==> src/rtl/countdown_timer_pkg.sv <==
// Shared timing definitions for the countdown timer and its prescaler.
// Latency: n/a (types, constants and an elaboration-time helper only).
// Backpressure: n/a.
package countdown_timer_pkg;

    // Time-unit encodings for SELECT_UNITS
    localparam int UNITS_MS     = 0;
    localparam int UNITS_US     = 1;
    localparam int UNITS_CYCLES = 2;

    // Countdown FSM states
    typedef enum logic {
        ST_IDLE = 1'b0,
        ST_RUN  = 1'b1
    } state_t;

    // Clocks per time unit; returns 0 for an unknown unit so the caller
    // can reject it at elaboration together with a too-slow clock.
    function automatic int calc_div(input int freq_in, input int select_units);
        case (select_units)
            UNITS_MS:     return freq_in / 1000;
            UNITS_US:     return freq_in / 1000000;
            UNITS_CYCLES: return 1;
            default:      return 0;
        endcase
    endfunction

endpackage

==> src/rtl/countdown_timer_tick_prescaler.sv <==
// Divides the clock into one-cycle ticks every DIV enabled cycles.
// Latency: tick is combinational from the count and enable (DIV-1 enabled cycles after clear).
// Backpressure: enable low freezes the count; clear restarts it from 0.
module tick_prescaler #(
    parameter int DIV = 1
) (
    input  logic clk,
    input  logic rst,
    input  logic clear,
    input  logic enable,
    output logic tick
);

    localparam int            PW   = (DIV > 1) ? $clog2(DIV) : 1;
    localparam logic [PW-1:0] LAST = PW'(DIV - 1);

    logic [PW-1:0] cnt;

    assign tick = enable && (cnt == LAST);

    // Prescaler count: clear wins, then wrap on tick, else advance while enabled
    always_ff @(posedge clk or posedge rst) begin
        if (rst) begin
            cnt <= '0;
        end else if (clear) begin
            cnt <= '0;
        end else if (tick) begin
            cnt <= '0;
        end else if (enable) begin
            cnt <= cnt + 1'b1;
        end
    end

endmodule

==> src/rtl/countdown_timer.sv <==
// Programmable countdown: loads a count and decrements it once per time unit, pulsing done at zero.
// Latency: done rises V*DIV clocks after a load of V>0 (1 clock for a load of 0).
// Backpressure: enableTimerCounter low freezes prescaler and count; busy stays high.
module countdown_timer
    import countdown_timer_pkg::*;
#(
    parameter  int FREQ_IN           = 12000000,
    parameter  int LIMIT_COUNT_TIMER = 1000,
    parameter  int SELECT_UNITS      = 0,
    localparam int W                 = $clog2(LIMIT_COUNT_TIMER + 1)
) (
    input  logic         clk,
    input  logic         rst,
    input  logic         loadTimer,
    input  logic [W-1:0] loadValue,
    input  logic         enableTimerCounter,
    output logic [W-1:0] remainingTimer,
    output logic         busy,
    output logic         done
);

    localparam int           DIV   = calc_div(FREQ_IN, SELECT_UNITS);
    localparam logic [W-1:0] LIMIT = W'(LIMIT_COUNT_TIMER);

    if (SELECT_UNITS != UNITS_MS && SELECT_UNITS != UNITS_US && SELECT_UNITS != UNITS_CYCLES) begin : g_bad_units
        $error("countdown_timer: unsupported SELECT_UNITS value");
    end
    if (DIV < 1) begin : g_bad_div
        $error("countdown_timer: FREQ_IN too low for the selected time unit");
    end

    state_t       state, next_state;
    logic [W-1:0] next_remaining;
    logic         next_done;
    logic [W-1:0] clamped;
    logic         run_enable;
    logic         tick;

    assign clamped    = (loadValue > LIMIT) ? LIMIT : loadValue;
    assign run_enable = enableTimerCounter && (state == ST_RUN);
    assign busy       = (state == ST_RUN);

    // A load always restarts the time base, so a tick colliding with a reload is lost
    tick_prescaler #(
        .DIV(DIV)
    ) u_prescaler (
        .clk   (clk),
        .rst   (rst),
        .clear (loadTimer),
        .enable(run_enable),
        .tick  (tick)
    );

    // State register
    always_ff @(posedge clk or posedge rst) begin
        if (rst) begin
            state <= ST_IDLE;
        end else begin
            state <= next_state;
        end
    end

    // Next state and datapath: load beats tick; decrement only when the count is non-zero
    always_comb begin
        next_state     = state;
        next_remaining = remainingTimer;
        next_done      = 1'b0;
        if (loadTimer) begin
            if (clamped == '0) begin
                next_state     = ST_IDLE;
                next_remaining = '0;
                next_done      = 1'b1;
            end else begin
                next_state     = ST_RUN;
                next_remaining = clamped;
            end
        end else if (state == ST_RUN && tick && remainingTimer != '0) begin
            next_remaining = remainingTimer - 1'b1;
            if (remainingTimer == W'(1)) begin
                next_state = ST_IDLE;
                next_done  = 1'b1;
            end
        end
    end

    // Registered count and expiry pulse
    always_ff @(posedge clk or posedge rst) begin
        if (rst) begin
            remainingTimer <= '0;
            done           <= 1'b0;
        end else begin
            remainingTimer <= next_remaining;
            done           <= next_done;
        end
    end

endmodule
==> config.mk <==
export PLATFORM = sky130hd
export DESIGN_NAME = countdown_timer
export DESIGN_NICKNAME = d
export VERILOG_FILES = /design/src/rtl/countdown_timer_pkg.sv /design/src/rtl/countdown_timer_tick_prescaler.sv /design/src/rtl/countdown_timer.sv
export SDC_FILE = /design/constraint.sdc
export NUM_CORES = 1
export LEC_CHECK = 0
export BUFFER_PORTS_ARGS = -buffer_cell sky130_fd_sc_hd__buf_2
export CORE_UTILIZATION = 25
export CTS_CLUSTER_SIZE = 28
export DETAILED_ROUTE_END_ITERATION = 16
export GPL_TIMING_DRIVEN = 0
export PLACE_DENSITY_LB_ADDON = 0.08
export SETUP_SLACK_MARGIN = 0.4
export SYNTH_ARGS = -nofsm -noshare
export SYNTH_HDL_FRONTEND = slang
export SYNTH_SLANG_ARGS = --single-unit
export TNS_END_PERCENT = 30
==> constraint.sdc <==
create_clock -name clk -period 3 [get_ports clk]
set_clock_uncertainty 0.1 [all_clocks]
set_input_delay 0.15 -clock clk [delete_from_list [all_inputs] [get_ports clk]]
set_output_delay 0.15 -clock clk [all_outputs]
set_load 0.05 [all_outputs]
==> results of run 1 <==
-- power breakdown --
| part | switching [mW] | internal [mW] | total (mW) |
|---|---|---|---|
| logic | 0.112 | 0.0419 | 0.154 |
| clock network | 0.127 | 0.179 | 0.306 |
| registers | 0.0245 | 0.366 | 0.390 |
-- layer usage --
layer | vias to the layer above | wire (um)
met3 | 4 | 249
li1 | 737 | -
met1 | 737 | 2090
met2 | 51 | 2120
met5 | - | 0
met4 | 0 | 35
-- layout by cell type (no fill, tap or decap), types with 8 or more instances in the layout --
master | netlist | final
or4_1 | 8 | 8
nor4_1 | 12 | 11
nor2_1 | 25 | 25
nand2_1 | 14 | 14
a21oi_1 | 8 | 8
dfrtp_1 | 26 | 26
nand3_1 | 9 | 9
nand4_1 | 10 | 10
buf_2 | 2 | 26
inv_1 | 8 | 8
-- layout make-up --
cell class                 count  area (um^2)  area share, %
inverter                       9         33.8           1.83
buffer                         6         25.0           1.36
clock buffer                   3         41.3           2.24
sequential                    26          651           35.2
tap                           75         93.8           5.08
timing repair buffer          24          120           6.50
clock inverter                 1         30.0           1.63
multi-input combinational    137          852           46.1
-- cell families after synthesis --
group	count (synthesis)
buf+inv	15
fa+ha+maj	3
xor+xnor	8
compound gates	31
flops	26
simple gates	95
-- flip-flops by register name, summed over array words and instances, names as in the netlist --
name / flops
busy: 1
u_prescaler.cnt: 14
done: 1
remainingTimer: 10
-- cell usage after synthesis, types with 3 or more instances --
| library cell | n |
|---|---|
| nor3_1 | 4 |
| inv_1 | 8 |
| dfrtp_1 | 26 |
| clkbuf_1 | 4 |
| a21oi_1 | 8 |
| nand3_1 | 9 |
| xnor2_1 | 7 |
| or4_1 | 8 |
| nor4_1 | 12 |
| nand4_1 | 10 |
| ha_1 | 3 |
| nand2_1 | 14 |
| a221o_1 | 3 |
| nor2_1 | 25 |
| o21ai_0 | 4 |
-- worst register-to-register path, stage by stage, from the launching register on --
cell and delay, ns:
dfrtp_1 0.45, inv_1 0.11, ha_1 0.24, or3b_2 0.52, nor4_1 0.61, nor4_1 0.13
a221o_1 0.30
-- metrics by stage --
step | util [%] | total power [mW] | instances | cell area [um^2]
final | 31.0 | 0.850 | 281 | 1850
after global routing | 31.0 | 0.893 | 281 | 1850
after CTS | 31.0 | 0.863 | 281 | 1850
after detailed placement | 29.7 | 0.551 | 277 | 1770
after global placement | 29.7 | 0.550 | 277 | 1770
after floorplan | - | 0.499 | 178 | 1560
-- how the worst min path moves through the flow --
stage / to / depth (start not counted) / slack (ns)
2_1_floorplan: busy / 1 / 0.09
3_3_place_gp: remainingTimer[6] / 3 / 0.30
3_5_place_dp: remainingTimer[6] / 3 / 0.30
4_1_cts: remainingTimer[2] / 3 / 0.0002
5_1_grt: remainingTimer[2] / 3 / 0.006
6_report: remainingTimer[7] / 2 / 0.005
-- what timing repair did --
action	CTS	global route
resized for setup	1	0
endpoints found under the setup margin	3	4
pin swaps	0	0
endpoints found under the hold margin	0	0
setup buffers	0	0
==> reports/qor.yml, run 1 <==
critical_path:
  crit_chain: "inv_1 -> ha_1 -> or3b_2 -> nor4_1 -> nor4_1 -> a221o_1"
  worstReg2RegStart: "remainingTimer[0]"
  crit_path_start: "remainingTimer[0]"
  reg2regPathDepth: 6
  worstPathArrival_ns: 2.65
  rr_endpoint: "remainingTimer[1]"
  crit_end: "remainingTimer[1]"
  critPathCaptureType: "register"
  worstSetupPathType: "register to register"
  cpPeakStageDelay_ns: 0.61
  r2r_slack_ns: 0.42
  cp-start-kind: "register"
  cp_top_family: "simple AND/OR/NAND/NOR gates"
  crit_fanout: 6
  cp_num_buf_inv: 1
  cp.required_ns: 3.07
  crit_top_cell: "nor4_1"
  cp.depth: 6
  cpMaxStageDelayCell: "nor4_1"
floorplan:
  die_area_mm2: 0.00654
  die_h_um: 80.9
  start_util_pct: 26.1
  pin_count: 26
  core-area_mm2: 0.00596
  std_cell_rows: 28
  die-width_um: 80.9
power_and_ir_drop:
  powerDensity_mw_per_mm2: 460
  peakVddDrop_uv: 164
  power.leakage_nw: 0.726
sta:
  fmax_mhz: 387
  relSlewSlack_pct: 30.1
  period_needed_ns: 2.58
  finalSetupTns_ns: 0
  finalSetupViolCount: 0
  worst_pin_slew_ns: 1.05
  timing.final.hold_violations: 0
  final_max_slew_viol_count: 0
  whs_ns: 0.00542
  fin_crit_sh_pct: 86.0
  rsz0062_at_grt: "yes"
  final.setup.worst_slack_ns: 0.419
grt:
  grt-busiest-layer: "met2"
  grt_use_met2_pct: 23.2
  first_global_vias: 1486
  antenna_found_initial: 0
  grt_first_pass_wirelength_um: 7600
  grt.total_usage_pct: 15.1
  grt_max_degree: 27
  use_met3_pct: 2.58
  overflow: 0
  use_met1_pct: 21.1
synth:
  synth_cells: 178
  synth-edff-count: 0
  yosysTopAreaCellShare_pct: 41.8
  syn-num-nets: 195
  synth_ff_type: "dfrtp_1"
  synthMuxAreaShare_pct: 0
  synth_compound_area_share_pct: 14.1
  yosysWarningCount: 0
  synth_seq_cells: 26
  synth_cell_types: 39
  syn_area_per_cell_um2: 8.74
  synth_top_family_by_area: "simple AND/OR/NAND/NOR gates"
  async_flop_share_pct: 100
  synthAdderAreaFrac_pct: 2.41
  synth_xor_xnor_area_share_pct: 4.51
  synth_area_leaders: "dfrtp_1 (42%), nor2_1 (6.0%), nor4_1 (4.8%), nand4_1 (4.0%), xnor2_1 (3.9%)"
  synth-simple-area-share_pct: 33.4
  yosys.area.top_type: "dfrtp_1"
  yosysSeqAreaShare_pct: 41.8
  syn_area_mm2: 0.00156
final_layout:
  n_antenna_cell: 0
  nNetsFinal: 224
  fillers: 657
  area_delta_synth_final_pct: 18.7
  drive_gt1_share_pct: 17.0
cts:
  clock_path_buffers: 2
  numCtsBuffers: 3
  hold_buffers: 0
  clock-sinks: 26
  root_buffer: "clkbuf_8"
  insertion_delay_ns: 0.28
  cts.reportedPaths.clkPinSlew_ns: 0.11
  htree_levels: 1
  cts_tree: "yes"
place:
  place_congestion: 0.827
  portBuffers: 24
  dp_hpwl_um: 3310
  dp_slack_ns: 0.325
route:
  drt_first_iter_violations: 100
  vias: 1529
  wl_per_cell_um: 16.0
  via_per_inst: 5.44
  finalWirelength_um: 4490
  ant_nets: 0
  drc: 0
  dr.pass1.iters: 4
job:
  cap_violations: 0
hold_path:
  hp-class: "primary input to async pin"
run_status:
  status: "finished clean"
(Power assumes the default switching activity.)
==> run 2, diff against run 1 <==
MAX_ROUTING_LAYER = met4   (was unset)
SYNTH_HIERARCHICAL = 1   (was unset)
==> run 2 against run 1 <==
Global-route usage fell by 1.8 points. Cell count fell by 1.8%. Synthesized cell count fell by 5.1%. Sequential power barely moved. Area after synthesis barely moved. Die area barely moved. Hold slack improved by 0.0071 ns. Routed wire length fell by 12%. Count of clock-buffer cells in the layout did not move. Via count fell by 11%.
==> reports/qor.yml, run 2 <==
floorplan:
  die_area_mm2: 0.00655  # about the same
  core-area_mm2: 0.00596  # unchanged
  std_cell_rows: 28  # unchanged
  die-width_um: 80.9  # about the same
  die_h_um: 80.9  # about the same
  start_util_pct: 26.1  # about the same
  pin_count: 26  # unchanged
sta:
  worst_pin_slew_ns: 0.843  # -0.204 ns
  period_needed_ns: 2.36  # -0.218 ns
  finalSetupViolCount: 0  # unchanged
  rsz0062_at_grt: "no"
  relSlewSlack_pct: 43.4  # +13 points
  timing.final.hold_violations: 0  # unchanged
  fmax_mhz: 423  # +9.2%
  finalSetupTns_ns: 0  # unchanged
  final_max_slew_viol_count: 0  # unchanged
  fin_crit_sh_pct: 78.8  # -7.3 points
route:
  wl_per_cell_um: 14.2  # -11%
  drt_first_iter_violations: 100  # unchanged
  drc: 0  # unchanged
  vias: 1368  # -11%
  ant_nets: 0  # unchanged
  dr.pass1.iters: 4  # unchanged
  via_per_inst: 4.96  # -8.9%
  finalWirelength_um: 3930  # -12%
synth:
  synth_cells: 169  # -5.1%
  synth_commonest_cells: "dfrtp_1 (26), nor2_1 (21), xnor2_1 (14)"
  yosysTopAreaCellShare_pct: 41.8  # about the same
  yosysSeqAreaShare_pct: 41.8  # about the same
  synth_top_family_by_area: "simple AND/OR/NAND/NOR gates"
  yosysMostFrequentCell: "dfrtp_1"
  synth_cell_types: 41  # +5.1%
  synth-simple-area-share_pct: 26.6  # -6.8 points
  syn-num-nets: 186  # -4.6%
  synth_compound_area_share_pct: 14.6  # +0.55 points
  synthMuxAreaShare_pct: 0.643  # +0.64 points
  async_flop_share_pct: 100  # unchanged
  synth_ff_type: "dfrtp_1"
  synth-edff-count: 0  # unchanged
  synth_seq_cells: 26  # unchanged
  syn_area_per_cell_um2: 9.21  # +5.4%
  synth_xor_xnor_area_share_pct: 9.57  # +5.1 points
  synth_area_leaders: "dfrtp_1 (42%), xnor2_1 (7.9%), nor2_1 (5.1%), o21ai_0 (3.9%), nand2_1 (2.9%)"
  yosysWarningCount: 6  # +6
  syn_area_mm2: 0.00156  # about the same
  synthAdderAreaFrac_pct: 2.41  # about the same
  yosys.area.top_type: "dfrtp_1"
critical_path:
  rr_endpoint: "remainingTimer[7]"
  cp_top_family: "simple AND/OR/NAND/NOR gates"
  r2r_slack_ns: 0.64  # +0.22 ns
  critPathCaptureType: "register"
  worstReg2RegStart: "busy"
  worstSetupPathType: "register to register"
  worstPathArrival_ns: 2.41  # -0.24 ns
  cp-start-kind: "register"
  cpMaxStageDelayCell: "dfrtp_2"
  cpPeakStageDelay_ns: 0.45  # -0.16 ns
  reg2regPathDepth: 9  # +3
  cp_num_buf_inv: 2  # +1
  crit_fanout: 8  # +2
  crit_top_cell: "buf_4"
  cp.required_ns: 3.05  # -0.02 ns
  crit_chain: "and2_1 -> buf_4 -> nand4_2 -> nor4_4 -> buf_4 -> nand4bb_4 -> a2111oi_2 -> xnor2_1 -> o21ai_1"
cts:
  root_buffer: "clkbuf_8"
  cts_tree: "yes"
  insertion_delay_ns: 0.28  # about the same
  cts.reportedPaths.clkPinSlew_ns: 0.09  # -0.02 ns
  clock-sinks: 26  # unchanged
  numCtsBuffers: 3  # unchanged
  htree_levels: 1  # unchanged
  clock_path_buffers: 2  # unchanged
run_status:
  status: "finished clean"
power_and_ir_drop:
  power_switching_share_pct: 30.1  # -0.90 points
  pwr-share-clk_pct: 35.4  # -0.6 points
  peakVddDrop_uv: 209  # +28%
  p_seq_share_pct: 45.8  # about the same
  intPower_uw: 594  # +1.4%
  combPwrFrac_pct: 18.8  # +0.7 points
  power.leakage_nw: 0.751  # +3.4%
  p_sw_uw: 256  # -2.8%
  powerDensity_mw_per_mm2: 447  # -2.9%
grt:
  use_met3_pct: 2.13  # -0.45 points
  grt_use_met2_pct: 17.9  # -5.3 points
  grt_first_pass_wirelength_um: 6440  # -15%
  overflow: 0  # unchanged
  first_global_vias: 1313  # -12%
  use_met1_pct: 19.7  # -1.4 points
  grt_max_degree: 16  # -41%
  grt-busiest-layer: "met1"
  antenna_found_initial: 0  # unchanged
  grt.total_usage_pct: 13.3  # -1.8 points
hold_path:
  hold_depth: 3
  hp-class: "primary input to register"
  hold_path_end: "remainingTimer[4]"
  worstHoldStart: "loadValue[4]"
final_layout:
  fillers: 636  # -3.2%
  final_cell_mix: "dfrtp_1 (25), buf_2 (25), nor2_1 (21)"
  area_delta_synth_final_pct: 22.3
  largest_registers: "u_prescaler/cnt x14, remainingTimer x10"
  largest-register: "u_prescaler/cnt"
  stdcell_count: 276  # -1.8%
  n_antenna_cell: 0  # unchanged
  nNetsFinal: 219  # -2.2%
  largest_register_ffs: 14  # unchanged
  drive_gt1_share_pct: 23.4  # +6.4 points
place:
  dp_hpwl_um: 2940  # -11%
  portBuffers: 25  # +4.2%
  place_inst: 269  # -2.9%
  place_congestion: 0.805  # -2.6%
job:
  cap_violations: 0  # unchanged
run 2: cell types whose count changed after synthesis, moves of 4 or more:
cell	change
xnor2_1	+7
or4_1	-8
nor4_1	-5
nor2_1	-4
nand4_1	-5
o21ai_0	+8
nor3b_1	+4
nand3_1	-4
run 2: worst reg2reg max path: cells and delay by family, from the launching register on:
kind                      cells  cell delay [ns]
and+or+nand+nor               4             0.77
DFF                           1             0.45
AOI/OAI and AO/OA             2             0.42
buffers and inverters         2             0.34
xor gates and xnor gates      1             0.16
run 2: logic make-up (layout without fill, tap and decap cells):
logic type	after synthesis	count (layout)
AND/OR/NAND/NOR	75	75
adder cells (fa/ha/maj)	3	3
multiplexers	1	1
flip-flops	26	26
buffers and inverters	13	45
XOR/XNOR	17	17
AO/OA/AOI/OAI	34	34
run 2: routing by layer:
metal  part of all wire [%]  vias to the layer above
met5                      0                        -
li1                       -                      680
met2                     40                       27
met1                     55                      656
met3                    3.2                        5
met4                    1.3                        0
run 2: final cells by class:
cell class	instances	area, um^2	area share, %
buffer	5	37.5	1.97
clock buffer	3	41.3	2.17
clock inverter	1	30.0	1.58
inverter	8	30.0	1.58
multi-input combinational	130	868	45.6
sequential	26	652	34.3
tap	75	93.8	4.93
timing repair buffer	28	150	7.89
run 2: worst max path at each step:
stage	start	end	slack, ns	depth (start not counted)
global route	busy	remainingTimer[7]	0.47	9
global placement	busy	remainingTimer[4]	0.29	8
detailed placement	busy	remainingTimer[4]	0.34	8
CTS	busy	remainingTimer[4]	0.45	8
floorplan	busy	remainingTimer[4]	0.56	8
finish	busy	remainingTimer[7]	0.64	9
run 2: repair_timing:
item                                   CTS  global route
hold buffers                             1             0
gates resized for setup                  1             2
setup buffers                            0             2
endpoints found under the hold margin   26             0
setup endpoints to repair                2             5
pin swaps                                0             1
run 2: power groups by stage:
stage	sequential [mW]	combinational, mW	clock [mW]
final	0.389	0.160	0.301
after global routing	0.393	0.176	0.328
after floorplan	0.438	0.0653	0
after CTS	0.388	0.160	0.309
after global placement	0.395	0.158	0
after detailed placement	0.395	0.158	0
run 2: per-stage QoR:
step / utilization (%) / hold WS (ns) / area [um^2] / worst slack, ns / power, mW
after floorplan: - / -0.0854 / 1560 / 0.561 / 0.503
after global placement: 29.8 / 0.105 / 1780 / 0.290 / 0.552
after detailed placement: 29.8 / 0.111 / 1780 / 0.339 / 0.553
after CTS: 31.3 / 0.00156 / 1870 / 0.453 / 0.857
after global routing: 32.0 / 0.0139 / 1900 / 0.467 / 0.897
final: 32.0 / 0.0126 / 1900 / 0.637 / 0.850
==> run 3, diff against run 2 <==
clock period = 2.4 ns   (was 3 ns; I/O delays follow)
==> run 3 against run 2 <==
Register-to-register slack lost 0.28 ns. Combinational power grew 49%. Highest routed layer unchanged. Critical path type unchanged. Largest cell class unchanged. Fmax grew 16%. Die area is the same. Cell count grew 6.9%. Hold slack gained 0.0044 ns.
==> reports/qor.yml, run 3 (same netlist as run 2, synthesis figures left out) <==
route:
  vias: 1440  # +5.3%
  drc: 0  # unchanged
  maxUsedRoutingLayer: "met4"
  wl_met1_um: 2270  # +4.5%
  drt_first_iter_violations: 116  # +16%
  ant_nets: 0  # unchanged
  finalWirelength_um: 4360  # +11%
  dr.pass1.iters: 4  # unchanged
  wl_met2_um: 1960  # +23%
  wl_met3_um: 105  # -15%
  wl_per_cell_um: 14.8  # +3.8%
  via_per_inst: 4.88  # -1.5%
cts:
  clock-sinks: 26  # unchanged
  cts.reportedPaths.clkPinSlew_ns: 0.10  # about the same
  insertion_delay_ns: 0.28  # about the same
  numCtsBuffers: 3  # unchanged
  htree_levels: 1  # unchanged
  root_buffer: "clkbuf_8"
  clock_path_buffers: 2  # unchanged
  cts_tree: "yes"
grt:
  grt.total_usage_pct: 14.9  # +1.6 points
  grt_max_degree: 15  # -1
  first_global_vias: 1415  # +7.8%
  antenna_found_initial: 0  # unchanged
  overflow: 0  # unchanged
  grt_first_pass_wirelength_um: 7130  # +11%
sta:
  rsz0062_at_grt: "yes"
  finalSetupTns_ns: 0  # unchanged
  worst_pin_slew_ns: 0.585  # -0.258 ns
  final_max_slew_viol_count: 0  # unchanged
  fin_crit_sh_pct: 85.1  # +6.4 points
  fmax_mhz: 489  # +16%
  period_needed_ns: 2.04  # -0.320 ns
  timing.final.hold_violations: 0  # unchanged
  final.setup.worst_slack_ns: 0.357  # -0.280 ns
  whs_ns: 0.0170  # +0.00443 ns
  finalSetupViolCount: 0  # unchanged
  relSlewSlack_pct: 60.8  # +17 points
floorplan:
  die-width_um: 80.9  # unchanged
  die_area_mm2: 0.00655  # unchanged
  core-area_mm2: 0.00596  # unchanged
  std_cell_rows: 28  # unchanged
  start_util_pct: 26.1  # unchanged
  pin_count: 26  # unchanged
  die_h_um: 80.9  # unchanged
final_layout:
  largest_register_ffs: 14  # unchanged
  stdcell_count: 295  # +6.9%
  layout.area.seq_um2: 652  # unchanged
  fillers: 614  # -3.5%
  largest-register: "u_prescaler/cnt"
  multiInputGateArea_mm2: 0.00100  # +16%
  largest_registers: "u_prescaler/cnt x14, remainingTimer x10"
  final_cell_mix: "dfrtp_1 (25), buf_2 (25), nor2_1 (21)"
  drive_gt1_share_pct: 32.7  # +9.3 points
  n_antenna_cell: 0  # unchanged
  area_delta_synth_final_pct: 40.8
  nNetsFinal: 238  # +8.7%
power_and_ir_drop:
  powerDensity_mw_per_mm2: 469  # +5.0%
  peakVddDrop_uv: 198  # -5.0%
  power.leakage_nw: 0.854  # +14%
  total_power_mw: 1.03  # +21%
critical_path:
  critPathCaptureType: "register"
  crit_end: "remainingTimer[4]"
  worstPathArrival_ns: 2.09  # -0.32 ns
  crit_path_start: "u_prescaler/cnt[8]"
  cp.required_ns: 2.45  # -0.60 ns
  worstSetupPathType: "register to register"
  crit_fanout: 5  # -3
  reg2regPathDepth: 7  # -2
  r2r_slack_ns: 0.36  # -0.28 ns
  rr_endpoint: "remainingTimer[4]"
  cp-start-kind: "register"
  worstReg2RegStart: "u_prescaler/cnt[8]"
place:
  place_inst: 269  # unchanged
  place_congestion: 0.764  # -5.1%
  dp_hpwl_um: 3040  # +3.4%
  portBuffers: 25  # unchanged
  dp_slack_ns: 0.0960  # -0.243 ns
job:
  cap_violations: 0  # unchanged
run_status:
  status: "finished clean"
hold_path:
  hp-class: "primary input to register"
==> run 3: changes by cell type in the layout (fill, tap and decap cells not counted), sizes merged <==
cell,delta
clkbuf,+1
bufinv,-1
buf,+12
dlygate4sd3,+7
==> run 3: what timing repair did <==
action,CTS,global route
hold endpoints to repair,33,0
hold buffers,8,0
endpoints found under the setup margin,12,18
buffers inserted,13,1
resized for setup,14,8
gates cloned,0,0
pin swaps,7,6
==> run 3: worst min-delay path by stage <==
stage	from	slack [ns]	end	cells past startpoint
final	loadTimer	0.02	u_prescaler/cnt[1]	2
after global routing	loadTimer	0.02	u_prescaler/cnt[1]	2
after CTS	loadValue[2]	0.01	remainingTimer[2]	3
after detailed placement	rst	0.09	done	2
after global placement	rst	0.07	done	2
after floorplan	rst	-0.12	done	1
==> run 3: layout make-up <==
cell class,count,area share [%]
sequential,26,29.8
buffer,5,1.88
inverter,8,1.37
clock buffer,4,2.51
multi-input combinational,130,45.9
timing repair buffer,47,14.3
tap,75,4.28
==> run 3: where the power goes <==
group          switching [mW]  internal (mW)  leakage, nW
sequential             0.0339          0.457        0.338
combinational           0.154         0.0840        0.487
clock                   0.152          0.147       0.0288
==> run 3: critical path, cell delays in order, from the launching register on <==
cell,delay (ns)
dfrtp_1,0.41
nand4bb_4,0.24
nor4_4,0.29
buf_4,0.19
nand3_4,0.12
or3_4,0.36
a21oi_2,0.14
o21ai_1,0.07
==> run 3: routing by layer <==
metal | global-route usage (%) | vias up
li1 | - | 719
met1 | 21.2 | 694
met2 | 21.3 | 25
met3 | 2.13 | 2
met4 | 5.18 | 0
met5 | - | -
==> run 3: through the flow <==
step / utilization [%] / instance area (um^2)
floorplan: - / 1610
global placement: 30.7 / 1830
detailed placement: 30.7 / 1830
CTS: 36.2 / 2160
global route: 36.8 / 2190
finish: 36.8 / 2190
